## src/rtl/tl_pkg.sv

```systemverilog
// Shared TileLink-UL definitions: opcode encodings, default widths and width helpers.
package tl_pkg;

  localparam int unsigned TL_NUM_MASTERS = 2;
  localparam int unsigned TL_ADDR_W      = 32;
  localparam int unsigned TL_DATA_W      = 32;
  localparam int unsigned TL_SIZE_W      = 3;
  localparam int unsigned TL_SRC_W       = 1;
  localparam int unsigned TL_SINK_W      = 1;
  localparam int unsigned TL_OPCODE_W    = 3;
  localparam int unsigned TL_PARAM_W     = 3;
  localparam int unsigned TL_MAX_OUT     = 4;

  typedef enum logic [2:0] {
    TL_A_PUT_FULL    = 3'd0,
    TL_A_PUT_PARTIAL = 3'd1,
    TL_A_GET         = 3'd4
  } tl_a_op_e;

  typedef enum logic [2:0] {
    TL_D_ACCESS_ACK      = 3'd0,
    TL_D_ACCESS_ACK_DATA = 3'd1
  } tl_d_op_e;

  // Master-index field width; a single master still carries one (zero) bit.
  function automatic int unsigned idx_width(input int unsigned n);
    return (n > 1) ? $clog2(n) : 1;
  endfunction

endpackage

```

## src/rtl/tl_rr_arbiter.sv

```systemverilog
// Round-robin arbiter: first requester at or after the pointer wins; the pointer
// moves just past the winner whenever the grant is consumed.
module tl_rr_arbiter
  import tl_pkg::*;
#(
  parameter  int unsigned N  = 2,
  localparam int unsigned IW = idx_width(N)
) (
  input  logic          clk,
  input  logic          reset,
  input  logic [N-1:0]  req_i,
  input  logic          advance_i,
  output logic [N-1:0]  grant_o,
  output logic [IW-1:0] grant_idx_o
);

  logic [IW-1:0] ptr_q, ptr_d;

  always_comb begin : p_pick
    int unsigned m;
    logic        found;
    grant_o     = '0;
    grant_idx_o = '0;
    found       = 1'b0;
    m           = 0;
    for (int unsigned k = 0; k < N; k++) begin
      m = 32'(ptr_q) + k;
      if (m >= N) m = m - N;
      if (!found && req_i[IW'(m)]) begin
        grant_o[IW'(m)] = 1'b1;
        grant_idx_o     = IW'(m);
        found           = 1'b1;
      end
    end
  end

  always_comb begin
    ptr_d = ptr_q;
    if (advance_i) begin
      ptr_d = (grant_idx_o == IW'(N - 1)) ? '0 : grant_idx_o + IW'(1);
    end
  end

  always_ff @(posedge clk) begin
    if (reset) ptr_q <= '0;
    else       ptr_q <= ptr_d;
  end

endmodule

```

## src/rtl/tl_xbar_nm1s.sv

```systemverilog
// N-master to 1-slave TileLink-UL crossbar: round-robin A arbitration into a one-entry
// registered slice, D demux by source index, per-master outstanding limits.
module tl_xbar_nm1s
  import tl_pkg::*;
#(
  parameter  int unsigned NUM_MASTERS     = TL_NUM_MASTERS,
  parameter  int unsigned ADDR_WIDTH      = TL_ADDR_W,
  parameter  int unsigned DATA_WIDTH      = TL_DATA_W,
  parameter  int unsigned MASK_WIDTH      = DATA_WIDTH / 8,
  parameter  int unsigned SIZE_WIDTH      = TL_SIZE_W,
  parameter  int unsigned SRC_WIDTH       = TL_SRC_W,
  parameter  int unsigned SINK_WIDTH      = TL_SINK_W,
  parameter  int unsigned OPCODE_WIDTH    = TL_OPCODE_W,
  parameter  int unsigned PARAM_WIDTH     = TL_PARAM_W,
  parameter  int unsigned MAX_OUTSTANDING = TL_MAX_OUT,
  localparam int unsigned IDX_WIDTH       = idx_width(NUM_MASTERS),
  localparam int unsigned OSRC_WIDTH      = SRC_WIDTH + IDX_WIDTH
) (
  input  logic                               clk,
  input  logic                               reset,
  // master-side A
  input  logic [NUM_MASTERS-1:0]             a_valid,
  output logic [NUM_MASTERS-1:0]             a_ready,
  input  logic [NUM_MASTERS*OPCODE_WIDTH-1:0] a_opcode,
  input  logic [NUM_MASTERS*PARAM_WIDTH-1:0] a_param,
  input  logic [NUM_MASTERS*SIZE_WIDTH-1:0]  a_size,
  input  logic [NUM_MASTERS*SRC_WIDTH-1:0]   a_source,
  input  logic [NUM_MASTERS*ADDR_WIDTH-1:0]  a_address,
  input  logic [NUM_MASTERS*MASK_WIDTH-1:0]  a_mask,
  input  logic [NUM_MASTERS*DATA_WIDTH-1:0]  a_data,
  // master-side D
  output logic [NUM_MASTERS-1:0]             d_valid,
  input  logic [NUM_MASTERS-1:0]             d_ready,
  output logic [NUM_MASTERS*OPCODE_WIDTH-1:0] d_opcode,
  output logic [NUM_MASTERS*PARAM_WIDTH-1:0] d_param,
  output logic [NUM_MASTERS*SIZE_WIDTH-1:0]  d_size,
  output logic [NUM_MASTERS*SRC_WIDTH-1:0]   d_source,
  output logic [NUM_MASTERS*SINK_WIDTH-1:0]  d_sink,
  output logic [NUM_MASTERS*DATA_WIDTH-1:0]  d_data,
  output logic [NUM_MASTERS-1:0]             d_error,
  // slave-side A
  output logic                               a_valid_out,
  input  logic                               a_ready_out,
  output logic [OPCODE_WIDTH-1:0]            a_opcode_out,
  output logic [PARAM_WIDTH-1:0]             a_param_out,
  output logic [SIZE_WIDTH-1:0]              a_size_out,
  output logic [OSRC_WIDTH-1:0]              a_source_out,
  output logic [ADDR_WIDTH-1:0]              a_address_out,
  output logic [MASK_WIDTH-1:0]              a_mask_out,
  output logic [DATA_WIDTH-1:0]              a_data_out,
  // slave-side D
  input  logic                               d_valid_in,
  output logic                               d_ready_in,
  input  logic [OPCODE_WIDTH-1:0]            d_opcode_in,
  input  logic [PARAM_WIDTH-1:0]             d_param_in,
  input  logic [SIZE_WIDTH-1:0]              d_size_in,
  input  logic [OSRC_WIDTH-1:0]              d_source_in,
  input  logic [SINK_WIDTH-1:0]              d_sink_in,
  input  logic [DATA_WIDTH-1:0]              d_data_in,
  input  logic                               d_error_in,
  output logic                               decode_err
);

  localparam int unsigned CNT_WIDTH = $clog2(MAX_OUTSTANDING + 1);

  typedef struct packed {
    logic [OPCODE_WIDTH-1:0] opcode;
    logic [PARAM_WIDTH-1:0]  param;
    logic [SIZE_WIDTH-1:0]   size;
    logic [OSRC_WIDTH-1:0]   source;
    logic [ADDR_WIDTH-1:0]   address;
    logic [MASK_WIDTH-1:0]   mask;
    logic [DATA_WIDTH-1:0]   data;
  } a_beat_t;

  logic                   slot_free;
  logic                   advance;
  logic [NUM_MASTERS-1:0] eligible;
  logic [NUM_MASTERS-1:0] grant;
  logic [IDX_WIDTH-1:0]   grant_idx;
  a_beat_t                sel_beat;
  a_beat_t                slice_q, slice_d;
  logic                   a_valid_q, a_valid_d;
  logic [IDX_WIDTH-1:0]   d_idx;
  logic                   d_idx_ok;
  logic                   d_ready_sel;
  logic                   decode_err_q, decode_err_d;

  assign slot_free = !a_valid_q || a_ready_out;
  assign advance   = slot_free && (|eligible) && !reset;
  assign a_ready   = (slot_free && !reset) ? grant : '0;

  tl_rr_arbiter #(.N(NUM_MASTERS)) u_arb (
    .clk        (clk),
    .reset      (reset),
    .req_i      (eligible),
    .advance_i  (advance),
    .grant_o    (grant),
    .grant_idx_o(grant_idx)
  );

  // One-hot payload mux; the slave-side source is tagged with the winner index.
  always_comb begin
    sel_beat = '0;
    for (int i = 0; i < NUM_MASTERS; i++) begin
      if (grant[i]) begin
        sel_beat.opcode  = a_opcode[i*OPCODE_WIDTH +: OPCODE_WIDTH];
        sel_beat.param   = a_param[i*PARAM_WIDTH +: PARAM_WIDTH];
        sel_beat.size    = a_size[i*SIZE_WIDTH +: SIZE_WIDTH];
        sel_beat.source  = {grant_idx, a_source[i*SRC_WIDTH +: SRC_WIDTH]};
        sel_beat.address = a_address[i*ADDR_WIDTH +: ADDR_WIDTH];
        sel_beat.mask    = a_mask[i*MASK_WIDTH +: MASK_WIDTH];
        sel_beat.data    = a_data[i*DATA_WIDTH +: DATA_WIDTH];
      end
    end
  end

  always_comb begin
    a_valid_d = a_valid_q;
    slice_d   = slice_q;
    if (slot_free) begin
      a_valid_d = |grant;
      if (|grant) slice_d = sel_beat;
    end
  end

  always_ff @(posedge clk) begin
    if (reset) begin
      a_valid_q <= 1'b0;
      slice_q   <= '0;
    end else begin
      a_valid_q <= a_valid_d;
      slice_q   <= slice_d;
    end
  end

  assign a_valid_out   = a_valid_q;
  assign a_opcode_out  = slice_q.opcode;
  assign a_param_out   = slice_q.param;
  assign a_size_out    = slice_q.size;
  assign a_source_out  = slice_q.source;
  assign a_address_out = slice_q.address;
  assign a_mask_out    = slice_q.mask;
  assign a_data_out    = slice_q.data;

  // D demux: indices beyond the master count are sunk and flagged.
  assign d_idx    = d_source_in[OSRC_WIDTH-1:SRC_WIDTH];
  assign d_idx_ok = 32'(d_idx) < 32'(NUM_MASTERS);

  always_comb begin
    d_ready_sel = 1'b1;
    for (int j = 0; j < NUM_MASTERS; j++) begin
      if (d_idx == IDX_WIDTH'(j)) d_ready_sel = d_ready[j];
    end
  end

  assign d_ready_in   = d_ready_sel && !reset;
  assign decode_err_d = d_valid_in && !d_idx_ok;

  always_ff @(posedge clk) begin
    if (reset) decode_err_q <= 1'b0;
    else       decode_err_q <= decode_err_d;
  end

  assign decode_err = decode_err_q;

  for (genvar g = 0; g < NUM_MASTERS; g++) begin : g_m
    logic                 a_hs, d_hs;
    logic [CNT_WIDTH-1:0] cnt_q, cnt_d;

    assign d_valid[g] = d_valid_in && (d_idx == IDX_WIDTH'(g)) && !reset;
    assign d_opcode[g*OPCODE_WIDTH +: OPCODE_WIDTH] = d_opcode_in;
    assign d_param[g*PARAM_WIDTH +: PARAM_WIDTH]    = d_param_in;
    assign d_size[g*SIZE_WIDTH +: SIZE_WIDTH]       = d_size_in;
    assign d_source[g*SRC_WIDTH +: SRC_WIDTH]       = d_source_in[SRC_WIDTH-1:0];
    assign d_sink[g*SINK_WIDTH +: SINK_WIDTH]       = d_sink_in;
    assign d_data[g*DATA_WIDTH +: DATA_WIDTH]       = d_data_in;
    assign d_error[g]                               = d_error_in;

    assign a_hs        = a_valid[g] && a_ready[g];
    assign d_hs        = d_valid[g] && d_ready[g];
    assign eligible[g] = a_valid[g] && (cnt_q < CNT_WIDTH'(MAX_OUTSTANDING));

    // Responses never bypass the limit within the same cycle; decrement saturates at 0.
    always_comb begin
      cnt_d = cnt_q;
      if (a_hs && !d_hs)                        cnt_d = cnt_q + CNT_WIDTH'(1);
      else if (!a_hs && d_hs && cnt_q != '0)    cnt_d = cnt_q - CNT_WIDTH'(1);
    end

    always_ff @(posedge clk) begin
      if (reset) cnt_q <= '0;
      else       cnt_q <= cnt_d;
    end

    a_no_underflow: assert property (@(posedge clk) disable iff (reset) !(d_hs && cnt_q == '0));
  end

endmodule

```

## config.mk

```make
export PLATFORM = sky130hd
export DESIGN_NAME = tl_xbar_nm1s
export DESIGN_NICKNAME = d
export VERILOG_FILES = /design/src/rtl/tl_pkg.sv /design/src/rtl/tl_rr_arbiter.sv /design/src/rtl/tl_xbar_nm1s.sv
export SDC_FILE = /design/constraint.sdc
export NUM_CORES = 1
export LEC_CHECK = 0
export CAP_MARGIN = 20
export CORE_AREA = 5 5 147 149
export DETAILED_ROUTE_END_ITERATION = 10
export DIE_AREA = 0 0 152 154
export GPL_TIMING_DRIVEN = 0
export MAX_ROUTING_LAYER = met4
export PLACE_DENSITY_LB_ADDON = 0.2
export SLEW_MARGIN = 20
export SYNTH_ARGS = -nofsm -noshare
export SYNTH_HDL_FRONTEND = slang
export SYNTH_SLANG_ARGS = --single-unit
```

## constraint.sdc

```tcl
create_clock -name clk -period 2.5 [get_ports clk]
set_input_delay 0.75 -clock clk [delete_from_list [all_inputs] [get_ports clk]]
set_output_delay 0.75 -clock clk [all_outputs]
set_load 0.03 [all_outputs]
```

# Yosys cells after proc, flatten, opt, wreduce, memory -nomap -nowiden
# Cells that the tools add are included.
# totals
out_inout_bits,174
regBits,87
word_cells,91
in_bits,209
# classes
n_reduce_logical,38
n_bitwise,2
n_mux,24
n_lt_le_gt_ge,8
addsub,8
# ops
op,count
79-bit two-way mux,2
1-bit logical AND,23
1-bit two-way mux,13
3-bit two-way mux,4
1-bit logical NOT,7
3-bit by 1-bit adder with 3-bit output (second input constant),2
3-bit less-than comparator (second input constant),2
2-bit two-way mux,3
3-bit nonzero test,2
3-bit by 1-bit subtractor with 3-bit output (second input constant),2
1-bit by 2-bit less-than comparator with 1-bit output (second input constant),2
2-bit nonzero test,2
2-bit OR reduction,2
1-bit by 1-bit adder with 2-bit output (second input constant),1
1-bit demux with 1-bit select,2
1-bit greater-or-equal comparator (second input constant),2
1-bit by 2-bit greater-or-equal comparator with 1-bit output (second input constant),1
2-bit greater-or-equal comparator (second input constant),1
2-bit bitwise OR,1
2-bit AND reduction,1
1-bit subtractor (second input constant),2
1-bit adder (second input constant),1
1-bit logical OR,1
1-bit NOT,1

# Longest topological paths before layout
# Gate-level depths: netlist of the first run.
# logic_depth
depth_word,16
ltp_mapped,9
mapped_depth_nobuf,8

# Hierarchy
# Synthesis of the first run repeated with hierarchy kept, for this count alone.
# unflattened
hier_cells,525
area_unflattened_um2,4903.5
# modules_own_cells
mod,n_inst,area_each_um2,cells_each,seq_area_each_um2
tl_xbar_nm1s,1,4828.4,518,1721.7
tl_rr_arbiter,1,75.1,7,20.0

# Worst setup path after synthesis of the first run
# Ideal clock, no wire load.
# synth_timing
kind,input-to-reg
startpoint,in a_valid[1]
endpoint,reg g_m[0].cnt_q[2]
setup_ps,74
n_path_buf,0
t_required_ps,2426
t_arrival_ps,2812
path_slack_ps,-386
cell_stages,7
path_cell_list,nor2b_1 > a2111oi_4 > nand2_1 > fa_1 > nand2b_1 > or4_1 > a31oi_1
# synth_between
elab_chain_cells,13
word_cells_on_any_way,19
cone_classes,mux: 9; bitwise: 1; reduce/logical: 9
# synth_rtl
element,line,source
"start, declared",tl_xbar_nm1s.sv:22,"input logic [NUM_MASTERS-1:0] a_valid,"
1-bit logical AND (*),tl_xbar_nm1s.sv:182,assign eligible[g] = a_valid[g] && (cnt_q < CNT_WIDTH'(MAX_OUTSTANDING));
1-bit two-way mux (implied by the code) (2 in series),tl_rr_arbiter.sv:29,if (!found && req_i[IW'(m)]) begin
1-bit two-way mux,tl_rr_arbiter.sv:29,
1-bit logical NOT,tl_rr_arbiter.sv:29,
1-bit logical AND,tl_rr_arbiter.sv:29,
2-bit two-way mux (*),tl_rr_arbiter.sv:29,
2-bit two-way mux (*),tl_xbar_nm1s.sv:91,assign a_ready = (slot_free && !reset) ? grant : '0;
via a_ready[0],tl_xbar_nm1s.sv:23,"output logic [NUM_MASTERS-1:0] a_ready,"
1-bit logical AND (*),tl_xbar_nm1s.sv:180,assign a_hs = a_valid[g] && a_ready[g];
1-bit logical NOT,tl_xbar_nm1s.sv:188,else if (!a_hs && d_hs && cnt_q != '0) cnt_d = cnt_q - CNT_WIDTH'(1);
1-bit logical AND (2 in series),tl_xbar_nm1s.sv:188,
2-bit nonzero test (no source line),n/a,
"end signal, assigned",tl_xbar_nm1s.sv:193,else cnt_q <= cnt_d;
"end, declared",tl_xbar_nm1s.sv:169,"logic [CNT_WIDTH-1:0] cnt_q, cnt_d;"
# The timed path passes the listed nets; every way through them passes the cells marked *. The select of a mux whose other input is x is not followed.
# A chain may end at the register's enable or synchronous reset.

# Final worst setup path of the first run
# layout_timing
startpoint,in a_ready_out
endpoint,out a_ready[1]
# layout_between
elab_chain_cells,3
# layout_rtl
element,line,source
"start, declared",tl_xbar_nm1s.sv:43,"input logic a_ready_out,"
1-bit logical OR,tl_xbar_nm1s.sv:89,assign slot_free = !a_valid_q || a_ready_out;
1-bit logical AND,tl_xbar_nm1s.sv:91,
2-bit two-way mux,tl_xbar_nm1s.sv:91,
"end, declared",tl_xbar_nm1s.sv:23,
# No other way between the ends.

==> results of run 1 <==
==> metrics by stage <==
stage          area [um^2]  setup WS, ns
3_3_place_gp          7830         -1.70
5_1_grt               8220       -0.0271
2_1_floorplan         4110        -0.313
3_5_place_dp          7830         -1.70
4_1_cts               8210       0.00115
6_report              8220        0.0529
==> state kept, by name, indices dropped and copies added, names as in the netlist <==
register and cells:
a_address_out 32, a_data_out 32, g_m.cnt_q 6, a_mask_out 4
a_opcode_out 3, a_param_out 3, a_size_out 3, a_source_out 2
a_valid_out 1, u_arb.ptr_q 1
==> cell usage after synthesis (2+ instances only) <==
master,instances,share of area
a222oi_1,78,0.19
buf_2,16,0.020
clkbuf_1,17,0.016
nor2b_1,5,0.0077
dfxtp_1,87,0.43
a21oi_1,2,0.0025
nand2b_1,5,0.0077
buf_4,89,0.16
o21ai_0,2,0.0025
nand2_1,5,0.0046
nor2_1,85,0.078
inv_1,2,0.0018
mux2i_1,4,0.0098
buf_1,2,0.0018
fa_1,2,0.0098
==> logic make-up after synthesis <==
group	after synthesis	synth area share
AO/OA/AOI/OAI	90	0.218
adder cells (fa/ha/maj)	2	0.00980
buffers and inverters	127	0.205
flip-flops	87	0.426
multiplexers	6	0.0153
other	1	0.000918
AND/OR/NAND/NOR	112	0.125
==> power by group through the flow <==
stage / Sequential (mW) / Clock (mW) / Combinational [mW]
6_report: 1.66 / 1.50 / 1.96
5_1_grt: 1.69 / 1.62 / 2.09
4_1_cts: 1.66 / 1.58 / 1.99
3_5_place_dp: 1.69 / 0 / 1.96
3_3_place_gp: 1.69 / 0 / 1.96
2_1_floorplan: 1.96 / 0 / 0.780
==> worst min path at each step <==
stage                                     end  cells after the start
2_1_floorplan    g_m[0].cnt_q[0]$_SDFFE_PP0P_                      1
3_3_place_gp     a_source_out[1]$_SDFFE_PP0P_                      2
3_5_place_dp     a_source_out[1]$_SDFFE_PP0P_                      2
4_1_cts          a_source_out[1]$_SDFFE_PP0P_                      2
5_1_grt        a_address_out[29]$_SDFFE_PP0P_                      2
6_report         a_source_out[1]$_SDFFE_PP0P_                      2
==> layout make-up <==
class                   count  area [um^2]
clock buffers              10          239
plain buffers             125          855
clock inverters             6         92.6
multi-input cells         211         1560
well taps                 270          338
flip-flops and latches     87         1740
fillers                  2097        11800
repair buffers            341         3380
inverters                   2         7.51
==> layer usage <==
layer  share of wire  global-route usage  routed length, um
met5               0                   -                  0
met2            0.51               0.274               9740
met4          0.0076              0.0231                144
met3           0.087              0.0565               1650
met1            0.39               0.178               7410
==> worst max-delay path: stages <==
cell and delay [ns]:
dlygate4sd2_1 0.24, nor2b_4 0.05, buf_6 0.14, nor4_4 0.24, buf_4 0.16, buf_6 0.12
==> timing repair <==
| item | CTS | global route |
|---|---|---|
| endpoints found under the setup margin | 89 | 4 |
| buffers inserted | 3 | 1 |
| gates resized for setup | 53 | 5 |
| pin swaps | 3 | 3 |
==> results.ini, run 1 <==
[run_status]
outcome=completed

[global_routing]
grt_max_degree=16
antenna_found_initial=0
grt_pass1_wl_um=28400
track_usage=0.157
grt_pass1_vias=4747
grt_overflow=0

[die]
ios=383
dieArea_um2=23400
core_area_um2=20000
initial_utilization=0.204
fp-row-count=52
die_width_um=152
fp.dieH_um=154

[worst_hold_path]
hold_class=flip-flop to flip-flop
hold_start=a_source_out[1]$_SDFFE_PP0P_

[pwr]
combPwrFrac=0.382
p_sw_frac=0.334
leakage_nw=3.25
seq_power_share=0.325
finalPower_mw=5.12
intPower_mw=3.41
peakVddDrop_mv=0.320
power.switching_mw=1.71
clock_power_share=0.293
power.density_nw_per_um2=624

[route]
viasPerCell=4.45
dr.pass1.iters=6
finalWirelength_um=18900
vias=4680
drt_iter0_drc=458
final_antenna_net_count=0
wl_per_cell_um=18.0
drcViolationCount=0

[timing]
finalSetupViolations=0
fmax_ghz=0.409
hold_ws_ns=0.492
tightest_slew_ns=0.674
fin_crit_sh=0.979
tns_ns=0
drv_slew=0
hold_violations=0
fin_skew_ns=0.00940
period_needed_ns=2.45
max_slew_margin=0.550

[clock_network]
cts_made_buffers=9
insertion_delay_ns=0.34
h-tree-depth=3
cts_tree=built
clk_pin_slew_ns=0.06
cts_hold_buf=0
cts.sinks=87
clock_path_buffers=2
clockRootBuffer=clkbuf_16

[logic_synthesis]
synth_cells=425
yosysUniqueCellTypes=39
synth_fp_nets=636
synthFlopType=dfxtp_1
synth_seq_area_share=0.426
synth_area_um2=4090
synth_area_per_cell_um2=9.61
synth-edff-count=0
yosys_warnings=0
postSynth.asyncResetShare=0
yosys_register_bits=87

[setup_path]
crit_path_start_kind=primary input
r2r_end=g_m[0].cnt_q[2]$_SDFFE_PP0P_
cp_max_fo=6
required_ns=1.75
reg2reg_from=g_m[1].cnt_q[2]$_SDFFE_PP0P_
cp-end-kind=output port
critPathCapture=a_ready[1]
r2r_setup_slack_ns=0.25
critical_path.startpoint=a_ready_out
cp.arrival_ns=1.70
crit_type=primary input to output port
r2r_cells=7

[placed_design]
place_inst=1032
dp_hpwl_um=15100
io_buffers=337
gp_congestion=0.759

[final_layout]
instances_no_fill=1052
drive_gt1_frac=0.193
mostFrequentLayoutCells=clkdlybuf4s50_1, buf_4, dfxtp_1, nor2_1, a222oi_1
areaGrowthSynthToFinish_pct=101
num_antenna_cells=0
nets=988
mostFrequentLayoutCell=clkdlybuf4s50_1
utilization=0.410

[flow_run]
drv_cap=0

Note: power is estimated with default switching activity, not from simulation.
==> inputs of run 2 (changes only) <==
CORE_AREA = 5 5 144 146   (was 5 5 147 149)
DIE_AREA = 0 0 149 151   (was 0 0 152 154)
SYNTH_HIERARCHICAL = 1   (was not set)
==> run 2 against run 1 <==
Against the previous run: register-to-register slack got worse by 0.09 ns; critical path depth increased by 2; power grew 6.5%; global-route usage is 1.0 points higher; combinational power is 27% higher; sequential share of layout area fell by 2.0 points; synthesized cell count is 24% higher; sequential power barely moved; clock skew is 0.0053 ns lower; flip-flop and latch count unchanged; cell count grew 10%; largest cell class unchanged.
==> results.ini, run 2 <==
[clock_network]
clk_pin_slew_ns=0.07  ; about the same
cts_hold_buf=0  ; unchanged
h-tree-depth=3  ; unchanged
cts_made_buffers=9  ; unchanged
clockRootBuffer=clkbuf_16
insertion_delay_ns=0.34  ; about the same
clock_path_buffers=2  ; unchanged
cts_tree=built
cts.sinks=87  ; unchanged

[route]
drcViolationCount=0  ; unchanged
final_antenna_net_count=0  ; unchanged
finalWirelength_um=19700  ; +3.8%
dr.pass1.iters=6  ; unchanged
viasPerCell=4.45  ; +0.13%
vias=5158  ; +10%
drt_iter0_drc=143  ; -69%
wl_per_cell_um=17.0  ; -5.7%

[logic_synthesis]
yosys_warnings=6  ; +6
synth_area_um2=4900  ; +20%
synth_common_cells=buf_4, dfxtp_1, nor2_1
synthFlopType=dfxtp_1
yosys_register_bits=87  ; unchanged
yosysUniqueCellTypes=40  ; +2.6%
synth_cells=525  ; +24%
synth_area_per_cell_um2=9.34  ; -2.8%
synth_fp_nets=736  ; +16%
yosysTopAreaCell=dfxtp_1
synth-edff-count=0  ; unchanged
synth_top_area_frac=0.355  ; -0.0711
synthMostInstantiatedCell=buf_4
postSynth.asyncResetShare=0  ; unchanged
synth_seq_area_share=0.355  ; -0.0711
yosys-top-cells-area=dfxtp_1, buf_4, a221oi_2, a221oi_1, nor2_1

[timing]
drv_slew=0  ; unchanged
max_slew_margin=0.563  ; +0.0126
fin_skew_ns=0.00411  ; -0.00529 ns
tightest_slew_ns=0.656  ; -0.0190 ns
hold_violations=0  ; unchanged
rsz0062_at_grt=yes
fmax_ghz=0.403  ; -1.4%
period_needed_ns=2.48  ; +0.0339 ns
finalSetupViolations=0  ; unchanged
fin_ws_ns=0.0190  ; -0.0339 ns
fin_crit_sh=0.992  ; +0.0136

[pwr]
clock_power_share=0.233  ; -0.060
combPwrFrac=0.457  ; +0.075
power.switching_mw=2.04  ; +19%
peakVddDrop_mv=0.329  ; +2.7%
p_sw_frac=0.374  ; +0.0403
seq_power_share=0.310  ; -0.015
intPower_mw=3.41  ; about the same
power.density_nw_per_um2=600  ; -3.8%
leakage_nw=3.55  ; +9.3%

[setup_path]
crit_type=primary input to output port
cp_slowest_cell=nor2b_4
cp-end-kind=output port
slowest_delay_ns=0.19  ; -0.05 ns
cp_max_fo=3  ; -3
crit_path_start_kind=primary input
r2r_end=g_m[1].cnt_q[2]$_SDFFE_PP0P_
crit_chain=buf_8, nor2b_4, nand2b_4, and2_4, buf_12, buf_12, and3_4, buf_6
reg2reg_from=g_m[0].cnt_q[2]$_SDFFE_PP0P_
cp.arrival_ns=1.73  ; +0.03 ns
r2r_setup_slack_ns=0.16  ; -0.09 ns
crit_top_cell=buf_12
r2r_cells=11  ; +4
required_ns=1.75  ; about the same

[die]
die_width_um=149  ; -2.0%
ios=383  ; unchanged
fp.dieH_um=151  ; -1.9%
fp-row-count=51  ; -1.9%
dieArea_um2=22500  ; -3.9%
initial_utilization=0.254  ; +0.0506
core_area_um2=19300  ; -3.8%

[final_layout]
mostFrequentLayoutCells=clkdlybuf4s50_1, buf_4, dfxtp_1, nor2_1, nor3_1
nets=1099  ; +11%
final_area_um2=9090  ; +11%
instances_no_fill=1158  ; +10%
drive_gt1_frac=0.270  ; +0.0768
areaGrowthSynthToFinish_pct=85.5
num_antenna_cells=0  ; unchanged
mostFrequentLayoutCell=clkdlybuf4s50_1

[worst_hold_path]
hold_end=a_source_out[1]$_SDFFE_PP0P_
hold_class=flip-flop to flip-flop
min_path_cells=2  ; unchanged
hold_start=a_source_out[1]$_SDFFE_PP0P_

[placed_design]
pre_cts_ws_ns=-1.46  ; +0.241 ns
place_inst=1127  ; +9.2%
place_area_um2=8630  ; +10%
io_buffers=337  ; unchanged
dp_hpwl_um=15600  ; +3.0%
gp_congestion=0.753  ; -0.86%

[run_status]
outcome=completed

[global_routing]
track_usage=0.167  ; +0.0102
grt_max_degree=16  ; unchanged
antenna_found_initial=0  ; unchanged
grt_overflow=0  ; unchanged
grt_pass1_wl_um=28800  ; +1.3%
grt_pass1_vias=5242  ; +10%

[flow_run]
drv_cap=0  ; unchanged

## run 2: cell count changes after synthesis, moves of 3 or more
cell,previous run,this run
buf_4,89,95
a222oi_1,78,0
buf_6,1,4
nor3_1,1,53
a221oi_1,0,47
nor3_2,1,30
buf_2,16,19
inv_1,2,5
nand2b_1,5,0
clkbuf_1,17,14
a221oi_2,0,30
nand3_1,1,8
## run 2: timing repair
item | in CTS | in global routing
setup buffers | 5 | 10
pin swaps | 2 | 2
endpoints found under the hold margin | 0 | 0
resized for setup | 58 | 10
setup endpoints to repair | 89 | 13
## run 2: cell families (layout without fill, tap and decap cells)
family                   after synthesis  in the layout  share of synthesized area
buffers and inverters                139            507                      0.190
adder cells (fa/ha/maj)                2              2                    0.00817
flip-flops                            87             87                      0.355
other                                  1              1                   0.000765
AO/OA/AOI/OAI                         89             89                      0.199
multiplexers                           7              7                     0.0168
AND/OR/NAND/NOR                      200            200                      0.230
## run 2: metrics by stage
| step | power [mW] | util | hold slack (ns) | setup TNS, ns |
|---|---|---|---|---|
| finish | 5.45 | 0.472 | 0.458 | 0 |
| global route | 5.76 | 0.472 | 0.490 | -0.117 |
| CTS | 5.51 | 0.467 | 0.460 | -0.0127 |
| detailed placement | 4.18 | 0.448 | 0.451 | -52.25 |
| global placement | 4.17 | 0.448 | 0.444 | -51.40 |
| floorplan | 3.14 | - | 0.472 | 0 |
## run 2: how the worst max path moves through the flow
stage | startpoint | end | cells after the start | slack, ns
floorplan | a_valid[1] | a_ready[1] | 5 | 0.0005
global placement | a_valid[1] | a_ready[1] | 7 | -1.44
detailed placement | a_valid[1] | a_ready[1] | 7 | -1.46
CTS | a_valid[0] | a_ready[1] | 8 | -0.01
global route | a_valid[0] | g_m[1].cnt_q[2]$_SDFFE_PP0P_ | 12 | -0.06
finish | a_valid[0] | a_ready[1] | 8 | 0.02
## run 2: metal layers
metal,share of wire,global-route usage,vias to the layer above
met2,0.50,0.281,216
met1,0.41,0.201,2383
met4,0.0098,0.0398,0
met5,0,-,-
met3,0.084,0.0443,17
li1,-,-,2542
## run 2: worst max-delay path, delay by kind of cell
kind                   cells  cell delay [ns]
buffers and inverters      4             0.43
and+or+nand+nor            4             0.55
## run 2: area by class of cell
class / count / area, um^2
buffer: 134 / 961
clock buffer: 10 / 229
clock inverter: 6 / 45.0
fill: 1870 / 10200
inverter: 5 / 18.8
multi-input combinational: 299 / 2280
sequential: 87 / 1740
tap: 265 / 332
timing repair buffer: 352 / 3480
## run 2: power groups by stage
stage	combinational, mW	clock (mW)	sequential, mW
2_1_floorplan	1.06	0	2.07
3_3_place_gp	2.46	0	1.71
3_5_place_dp	2.46	0	1.72
4_1_cts	2.50	1.32	1.69
5_1_grt	2.67	1.37	1.72
6_report	2.49	1.27	1.69
==> inputs of run 3 (changes only) <==
CAP_MARGIN = 15   (was 20)
SLEW_MARGIN = not set   (was 20)
==> results of run 3 <==
No change in the layout: final DEF, timing and power equal those of run 2.
